## src/rtl/roulette_wheel.sv

```systemverilog
// Roulette wheel: an LFSR picks a hidden target on a spin edge, then the wheel
// position steps with a growing period and stops once it lands on the target.
module roulette_wheel #(
  parameter int TICK_DIV  = 4,
  parameter int NUM_STEPS = 16
) (
  input  logic       Clock,
  input  logic       reset,
  input  logic       spin,
  input  logic       ack,
  output logic [4:0] randnum,
  output logic       result_valid,
  output logic       spinning,
  output logic [4:0] wheel_pos
);

  typedef enum logic [1:0] {S_IDLE, S_SPIN, S_DONE} state_t;

  localparam logic [15:0] TICK_W16 = 16'(TICK_DIV);
  localparam logic [15:0] NUM_W16  = 16'(NUM_STEPS);
  localparam logic [7:0]  NUM_W8   = 8'(NUM_STEPS);

  state_t      state_q;
  logic [4:0]  lfsr_q, lfsr_d;
  logic        spin_d_q;
  logic        spin_edge;
  logic [4:0]  target_q;
  logic [4:0]  pos_q, pos_d;
  logic [4:0]  randnum_q;
  logic        rv_q, spinning_q;
  logic [15:0] tick_q, period;
  logic [7:0]  step_q, step_d;
  logic        period_end;

  always_comb begin
    lfsr_d     = {lfsr_q[3:0], lfsr_q[4] ^ lfsr_q[2]};
    spin_edge  = spin & ~spin_d_q;
    pos_d      = (pos_q == 5'd31) ? 5'd1 : pos_q + 5'd1;
    step_d     = (step_q < NUM_W8) ? step_q + 8'd1 : step_q;
    // Period grows by TICK_DIV per step, then holds at its final length.
    period     = (step_q < NUM_W8) ? TICK_W16 * ({8'd0, step_q} + 16'd1)
                                   : TICK_W16 * NUM_W16;
    period_end = (tick_q == period - 16'd1);
  end

  always_ff @(posedge Clock or posedge reset) begin
    if (reset) begin
      state_q    <= S_IDLE;
      lfsr_q     <= 5'b00001;
      spin_d_q   <= 1'b0;
      target_q   <= 5'd0;
      pos_q      <= 5'd1;
      randnum_q  <= 5'd0;
      rv_q       <= 1'b0;
      spinning_q <= 1'b0;
      tick_q     <= 16'd0;
      step_q     <= 8'd0;
    end else begin
      lfsr_q   <= lfsr_d;
      spin_d_q <= spin;
      case (state_q)
        S_IDLE: begin
          if (spin_edge) begin
            target_q   <= lfsr_q;
            tick_q     <= 16'd0;
            step_q     <= 8'd0;
            spinning_q <= 1'b1;
            state_q    <= S_SPIN;
          end
        end
        S_SPIN: begin
          if (period_end) begin
            pos_q  <= pos_d;
            tick_q <= 16'd0;
            step_q <= step_d;
            // Only stop on the target once the deceleration phase is complete.
            if ((step_d == NUM_W8) && (pos_d == target_q)) begin
              randnum_q  <= target_q;
              rv_q       <= 1'b1;
              spinning_q <= 1'b0;
              state_q    <= S_DONE;
            end
          end else begin
            tick_q <= tick_q + 16'd1;
          end
        end
        S_DONE: begin
          if (ack) begin
            rv_q    <= 1'b0;
            state_q <= S_IDLE;
          end
        end
        default: state_q <= S_IDLE;
      endcase
    end
  end

  assign randnum      = randnum_q;
  assign result_valid = rv_q;
  assign spinning     = spinning_q;
  assign wheel_pos    = pos_q;

endmodule

```

## config.mk

```make
export PLATFORM = sky130hd
export DESIGN_NAME = roulette_wheel
export DESIGN_NICKNAME = d
export VERILOG_FILES = /design/src/rtl/roulette_wheel.sv
export SDC_FILE = /design/constraint.sdc
export NUM_CORES = 1
export LEC_CHECK = 0
export ABC_AREA = 1
export CORE_ASPECT_RATIO = 0.7
export CORE_UTILIZATION = 40
export DETAILED_ROUTE_END_ITERATION = 8
export PLACE_DENSITY = 0.64
export SLEW_MARGIN = 15
export SYNTH_ARGS = -nofsm -noshare
export SYNTH_HDL_FRONTEND = slang
export SYNTH_SLANG_ARGS = --single-unit
```

## constraint.sdc

```tcl
create_clock -name Clock -period 5.8 [get_ports Clock]
set_clock_uncertainty 0.15 [all_clocks]
set_input_delay 1.16 -clock Clock [delete_from_list [all_inputs] [get_ports Clock]]
set_output_delay 1.16 -clock Clock [all_outputs]
set_load 0.05 [all_outputs]
```

==> metrics <==
status=finished, final reports clean; Initial Util=41.4%; core region area=6760 um2; most area-consuming cells after synthesis=sky130_fd_sc_hd__dfrtp_1 (42%), sky130_fd_sc_hd__nand2_1 (14%), sky130_fd_sc_hd__nand3_1 (5.9%), sky130_fd_sc_hd__inv_1 (5.5%), sky130_fd_sc_hd__nor2_1 (5.0%); worst setup path class=reg -> out; Bufs on Longest Clock Path=2; count of port buffers added during placement=15; cell with the biggest individual delay on the critical path=sky130_fd_sc_hd__clkdlybuf4s50_1; first-pass GRT wire length=10.9 mm; Worst slew margin=31.9%; most frequent cell after synthesis=sky130_fd_sc_hd__nand2_1; RSZ-0062 raised after global routing=false; transition at the pin with the smallest max-transition slack=1.02 ns; final standard cell count with taps included and fillers excluded=480; area taken by multi-input logic gates=1340 um2; power density relative to cell area=280 nW/um2; violation count after the first detailed-route iteration=248; total count of hold-check failures in the final report=0; number of antenna violations at the first check in global routing=0; synthesized instance count=369; number of ports placed on the die boundary=16; Max FO, Critical Path=7; vias in the first global route=2326; flops & latches, synth=49; final setup margin=2.76 ns; CTS clk-pin slew, worst paths=0.10 ns; synthesized cell area=2800 um2; top cell family by delay on the critical path=buffers and inverters; number of vias per cell after detailed routing=4.99; total gr overflow=0; fraction of synthesized cell area taken by the top area cell type=42.0%; maxcap violations=0; Post-Synthesis Mean Instance Area=7.59 um2; Post-synth EDFFs=0; x dimension of the die=102 um; number of unique standard cell types used by synthesis=30; number of nets with antenna violations after routing=0; drt total wl=6.33 mm; total die area=7340 um2; TritonCTS buffer count=5; pre-CTS setup slack=2.72 ns; overall die height=72.0 um; delay of the slowest cell on the worst path=0.82 ns; standard-cell row count=25; Required @ worst endpoint=4.49 ns; arrival time of the worst setup path=1.73 ns; GRT Util Overall=19.2%; Sequential cell area=1230 um2; maximum number of pins on one net before global-route repair=50; ant diodes=0; busiest layer in global routing=met1; post-cts hold buffer count=0; cell chosen for the clock root=sky130_fd_sc_hd__clkbuf_8; TritonRoute pass-1 iters=4; power after layout=887 uW; H-tree depth=2; met1 usage in global routing=29.5%; post-layout min period=3.04 ns; number of resized instances in the post-cts repair step=0; HPWL after detailed placement=4.75 mm; share of synthesized area occupied by flip-flops and latches=43.9%; number of filler cells placed in the layout=677; layout-stage area growth over the synthesis result=13.4%; fraction of registers with async set or reset after synthesis=100%; ratio of cells with drive above 1 in the final layout=9.07%; predominant post-synthesis flop cell=sky130_fd_sc_hd__dfrtp_1; worst-skew pair later-pin latency=0.30 ns; top achievable clock speed=329 MHz; detailed-route DRC error count=0; Worst Hold Class=reg -> reg; final-layout setup total negative slack=0 ns; buffer and inverter count on the worst path=1; Vias=2393; Yosys top cell by area=sky130_fd_sc_hd__dfrtp_1; standby leakage power=1.61 nW; last weighted congestion value of the routability-driven placer=0.822; clock tree from TritonCTS=done; kind of start point of the critical path=flip-flop; final net count=395; Post-Syn Nets=379; cell chain of the critical path=clkdlybuf4s50_1; share of the cycle needed by the critical path after routing=52.4%; maximum vdd drop=0.000152 V; setup violation total in the final timing report=0; clock sink count=49; placed cell count=472; Synthesis Warnings=0; count of buffers added by post-CTS timing repair for setup=0; routing usage on met2=27.3%; number of pins exceeding their max-slew limit in the final report=0; M3 GR Usage=3.47%; post-detailed-route wirelength per cell=13.2 um; Critical Path Sink Type=output port; leading cell types by count after synthesis=sky130_fd_sc_hd__nand2_1 (104), sky130_fd_sc_hd__dfrtp_1 (47), sky130_fd_sc_hd__inv_1 (41)
-- kinds of logic (layout without fill, tap and decap cells) --
kind of cell	count (synthesis)	count (layout)	share of synthesized area (%)
XOR/XNOR	16	16	5.01
AO/OA/AOI/OAI	30	30	6.57
AND/OR/NAND/NOR	212	212	33.8
adder cells (fa/ha/maj)	6	6	2.68
buffers and inverters	56	73	8.09
flip-flops	49	49	43.9
-- area by class of cell --
class,count,share of cell area (%)
well taps,94,3.71
clock buffers,5,2.17
flip-flops and latches,49,38.7
repair buffers,17,5.21
multi-input cells,264,42.4
clock inverters,3,2.17
inverters,48,5.68
-- where the power goes --
group | internal [mW] | total [mW] | switching, mW
sequential | 0.383 | 0.439 | 0.0562
combinational | 0.0663 | 0.156 | 0.0895
clock | 0.174 | 0.293 | 0.119
total | 0.623 | 0.887 | 0.265
-- routing by layer --
metal  routed length [um]  vias up
li1                     -     1224
met1                 3420     1117
met4                   61        0
met2                 2600       45
met3                  243        7
met5                    0        -
-- sequential cells by signal, indices dropped and copies added, names as in the netlist, 2 cells and up --
signal	flops
lfsr_q	5
target_q	5
wheel_pos	5
tick_q	16
state_q	2
step_q	8
randnum	5
-- stage by stage --
step                area (um2)  hold WS, ns  utilization [%]
finish                    3170        0.244             47.0
global route              3170        0.263             47.0
CTS                       3170        0.247             47.0
detailed placement        3040        0.224             44.9
global placement          3040        0.208             44.9
floorplan                 2800        0.204                -
-- placed cells by master (no fill, tap or decap), drive strengths merged --
master	Yosys	final
nand2	107	107
inv	47	48
dfrtp	47	47
nor2	39	39
nand3	36	36
nand4	15	15
clkdlybuf4s50	0	15
xor2	13	13
o21ai	13	13
nor3	11	11
o22ai	10	10
ha	6	6
a21oi	5	5
clkbuf	4	5
or2	3	3
xnor2	3	3
bufinv	0	2
dfstp	2	2
buf	4	2
clkinv	1	1
o211ai	1	1
a31o	1	1
nand3b	1	1
-- worst paths after layout --
check / from / endpoint / slack, ns / cells after the start
max: wheel_pos[0] / wheel_pos[0] / 2.76 / 1
min: lfsr_q[3] / lfsr_q[4] / 0.24 / 0
max reg2reg: step_q[6] / spinning / 2.81 / 18
min reg2reg: lfsr_q[3] / lfsr_q[4] / 0.24 / 0
max in group asynchronous: reset / spin_d_q / 3.61 / 2
min in group asynchronous: reset / target_q[3] / 1.27 / 2
(Power assumes the default switching activity.)
==> RTL change 1 (same settings) <==
Re-encode `state_t` (3 states) as one-hot, 3 bits wide.
--- a/src/rtl/roulette_wheel.sv
+++ b/src/rtl/roulette_wheel.sv
@@ -14,7 +14,7 @@
   output logic [4:0] wheel_pos
 );
 
-  typedef enum logic [1:0] {S_IDLE, S_SPIN, S_DONE} state_t;
+  typedef enum logic [2:0] {S_IDLE = 3'b001, S_SPIN = 3'b010, S_DONE = 3'b100} state_t;
 
   localparam logic [15:0] TICK_W16 = 16'(TICK_DIV);
   localparam logic [15:0] NUM_W16  = 16'(NUM_STEPS);
Behaviour: no difference found for any inputs over 10 cycles, from zero or initial values and one cycle with reset high; not proved beyond that.
==> RTL change 1 against the original RTL <==
- wire length fell by 5.6%
- worst setup slack got worse by 86 ps
- global-route usage fell by 1.5 points
- final area fell by 0.20%
- sequential cell count rose by 1
- critical endpoint is now step_q[0]
- via count fell by 4.1%
- maximum frequency fell by 2.8%
- area after synthesis rose by 1.0%
- worst hold slack got worse by 1.0 ps
- critical path depth rose by 17
Power is not compared: it rests on default switching activity, and its combinational part moved more than twofold at a synthesized area within 25%.
==> RTL change 1: results (changes against the original RTL) <==
most instantiated cells after synthesis=nand2_1 (100), dfrtp_1 (47), inv_1 (45); Netlist cell types=34 (+13%); pin count of the biggest net entering global routing=51 (+2.0%); met3 WL=332 um (+37%); clk sink count=50 (+2.0%); met2 wire length=2.35 mm (-9.6%); Die ar.=7420 um2 (+1.0%); fill count=697 (+3.0%); CP Max Fanout=20 (+13); first-pass GRT wire length=9.98 mm (-8.5%); M1 wire length=3.23 mm (-5.5%); via density per instance=4.90 (-1.7%); Placed Instances=460 (-2.5%); worst slew pin tran=642 ps (-378 ps); Worst path max stage delay=410 ps (-410 ps); tightest hold margin=242 ps (-1.04 ps); Setup CP Type=flip-flop to flip-flop; fraction of area in registers=39.6% (+0.91 points); DR WL/cell=12.8 um (-3.1%); hold path start=lfsr_q[1]; flop-to-flop setup slack=2680 ps (-130 ps); total number of vias=2294 (-4.1%); fraction of area in multi-input gates=42.9% (+0.56 points); synth top area cells=dfrtp_1 (42%), nand2_1 (13%), inv_1 (6.0%), nand3_1 (5.1%), xor2_1 (4.3%); kind of cell adding the most delay to the critical path=simple AND/OR/NAND/NOR gates; hold-critical path endpoint=lfsr_q[2]; status=completed
[RTL change 1: cell types whose count changed in the layout (fill, tap and decap cells not counted), moves of 3 or more]
cell / before / now
inv_2: 7 / 4
nand2_1: 104 / 100
o21ai_2: 4 / 0
inv_1: 40 / 44
nand3_1: 33 / 29
nor2_2: 1 / 4
nor2_1: 37 / 27
nor3_1: 11 / 6
nand4_1: 15 / 7
o21ai_0: 8 / 12
nor2_4: 0 / 6
nand3b_1: 1 / 4
[RTL change 1: kinds of logic (layout without fill, tap and decap cells)]
logic type	Yosys count	after routing	share of synthesized area (%)
and+or+nand+nor	198	198	33.9
adders and majority gates	6	6	2.65
DFF	50	50	44.4
xor gates and xnor gates	17	17	5.27
buffers and inverters	52	72	7.57
AOI/OAI and AO/OA	31	31	6.19
[RTL change 1: power by group]
part           switching [mW]  internal (mW)
clock network           0.137         0.0898
logic                   0.406          0.238
registers              0.0852          0.432
==> RTL change 2 (config.mk and constraints unchanged) <==
Made on the original files. Set the parameter `NUM_STEPS` to 15 (it was 16).
--- a/src/rtl/roulette_wheel.sv
+++ b/src/rtl/roulette_wheel.sv
@@ -2,7 +2,7 @@
 // position steps with a growing period and stops once it lands on the target.
 module roulette_wheel #(
   parameter int TICK_DIV  = 4,
-  parameter int NUM_STEPS = 16
+  parameter int NUM_STEPS = 15
 ) (
   input  logic       Clock,
   input  logic       reset,
Check against the original RTL: no difference found for any inputs over 10 cycles, from zero or initial values and one cycle with reset high; that may be too few to reach the edited logic, so the function may still have changed.
==> RTL change 2 against the original RTL <==
- critical endpoint is now tick_q[10]
- area after synthesis is 2.5% higher
- final area is 0.28% higher
- sequential cell count stayed put
- wire length is 3.7% lower
- via count is 4.8% lower
- worst setup slack worse by 340 ps
- register-to-register slack worse by 330 ps
Power is not compared: it rests on default switching activity, and its combinational part moved more than twofold at a synthesized area within 25%.
==> RTL change 2: results (changes against the original RTL) <==
status=completed; static leakage=1.46 nW; via density per instance=4.92 (-1.3%); largest family of logic cells by synthesized area=simple AND/OR/NAND/NOR gates; M1 wire length=3.23 mm (-5.5%); share of post-route cells with drive strength above 1=11.4% (+2.3 points); Clock-cell share=3.07% (-1.3 points); fraction of area in registers=38.6% (-0.11 points); Worst path max stage delay=420 ps (-400 ps); routability cong.=0.878 (+6.7%); grt met1 use=26.7% (-2.8 points); Placed Instances=455 (-3.6%); Non-Filler Instances=463 (-3.5%); Arr. time, crit path=3440 ps (+1710 ps); met3 WL=157 um (-35%); Total Routing Usage GR=18.7% (-0.46 points); DRT iter0 DRCs=104 (-58%); pin count of the biggest net entering global routing=50 (unchanged); fill count=668 (-1.3%); Netlist cell types=39 (+30%); Compound-Gate Fraction of Synth Area=5.54% (-1.0 points); flop-to-flop setup slack=2480 ps (-330 ps); worst slew pin tran=865 ps (-155 ps); synthesized net count=362 (-4.5%); Logic inverters=42 (-13%); Hold Path Class=flip-flop to flip-flop; post-detailed-placement cell area=3080 um2 (+1.6%); non-clock buffer count=15 (-2); vias in the first global route=2235 (-3.9%); most instantiated cells after synthesis=nand2_1 (92), dfrtp_1 (47), inv_1 (38); synth warn=0 (unchanged); xor/xnor share of the synthesized area=5.15% (+0.14 points); met3 GRT Util=4.31% (+0.84 points); width of the die=103 um (+1.2%); post-synthesis sequential area ratio=42.8% (-1.1 points); DP Wirelength=4.53 mm (-4.6%); tightest hold margin=243 ps (-0.474 ps); Multi-input gate area=1430 um2 (+6.3%); Layout Nets=378 (-4.3%); CP Max Fanout=13 (+6); antenna violations before repair=0 (unchanged); comb_multi_in=255 (-3.4%); wirelength, routed=6.10 mm (-3.7%); Clk Latency, worst-skew pair=330 ps (+30 ps); multiplexer share of the synthesized area=0.349% (+0.35 points); met2 usage=28.7% (+1.4 points); synth top area cells=dfrtp_1 (41%), nand2_1 (12%), nand3_1 (5.4%), inv_1 (5.0%), xor2_1 (4.3%); Signal buf overhead=4.72% (-0.49 points); post-synthesis adder-cell area fraction=2.62% (-0.064 points); Mapped Cells=352 (-4.6%)
-- RTL change 2: per-stage QoR --
stage          util (%)  total power [mW]  setup WS, ps
2_1_floorplan         -             0.354          3020
3_3_place_gp       45.0             0.358          2170
3_5_place_dp       45.0             0.359          2080
4_1_cts            46.4             0.583          2430
5_1_grt            46.4             0.594          2150
6_report           46.4             0.571          2420
-- RTL change 2: power by group --
part | internal (mW) | switching, mW
registers | 0.342 | 0.000119
clock network | 0.0903 | 0.129
logic | 0.00200 | 0.00741
total | 0.434 | 0.137
-- RTL change 2: path summary, 6_finish.rpt --
path	depth (start not counted)	start	end
min in group asynchronous	2	reset	tick_q[8]
setup / recovery	10	spin	tick_q[10]
hold / removal	0	lfsr_q[1]	lfsr_q[2]
max in group asynchronous	2	reset	tick_q[4]
setup reg to reg	16	step_q[0]	result_valid
hold reg to reg	0	lfsr_q[1]	lfsr_q[2]
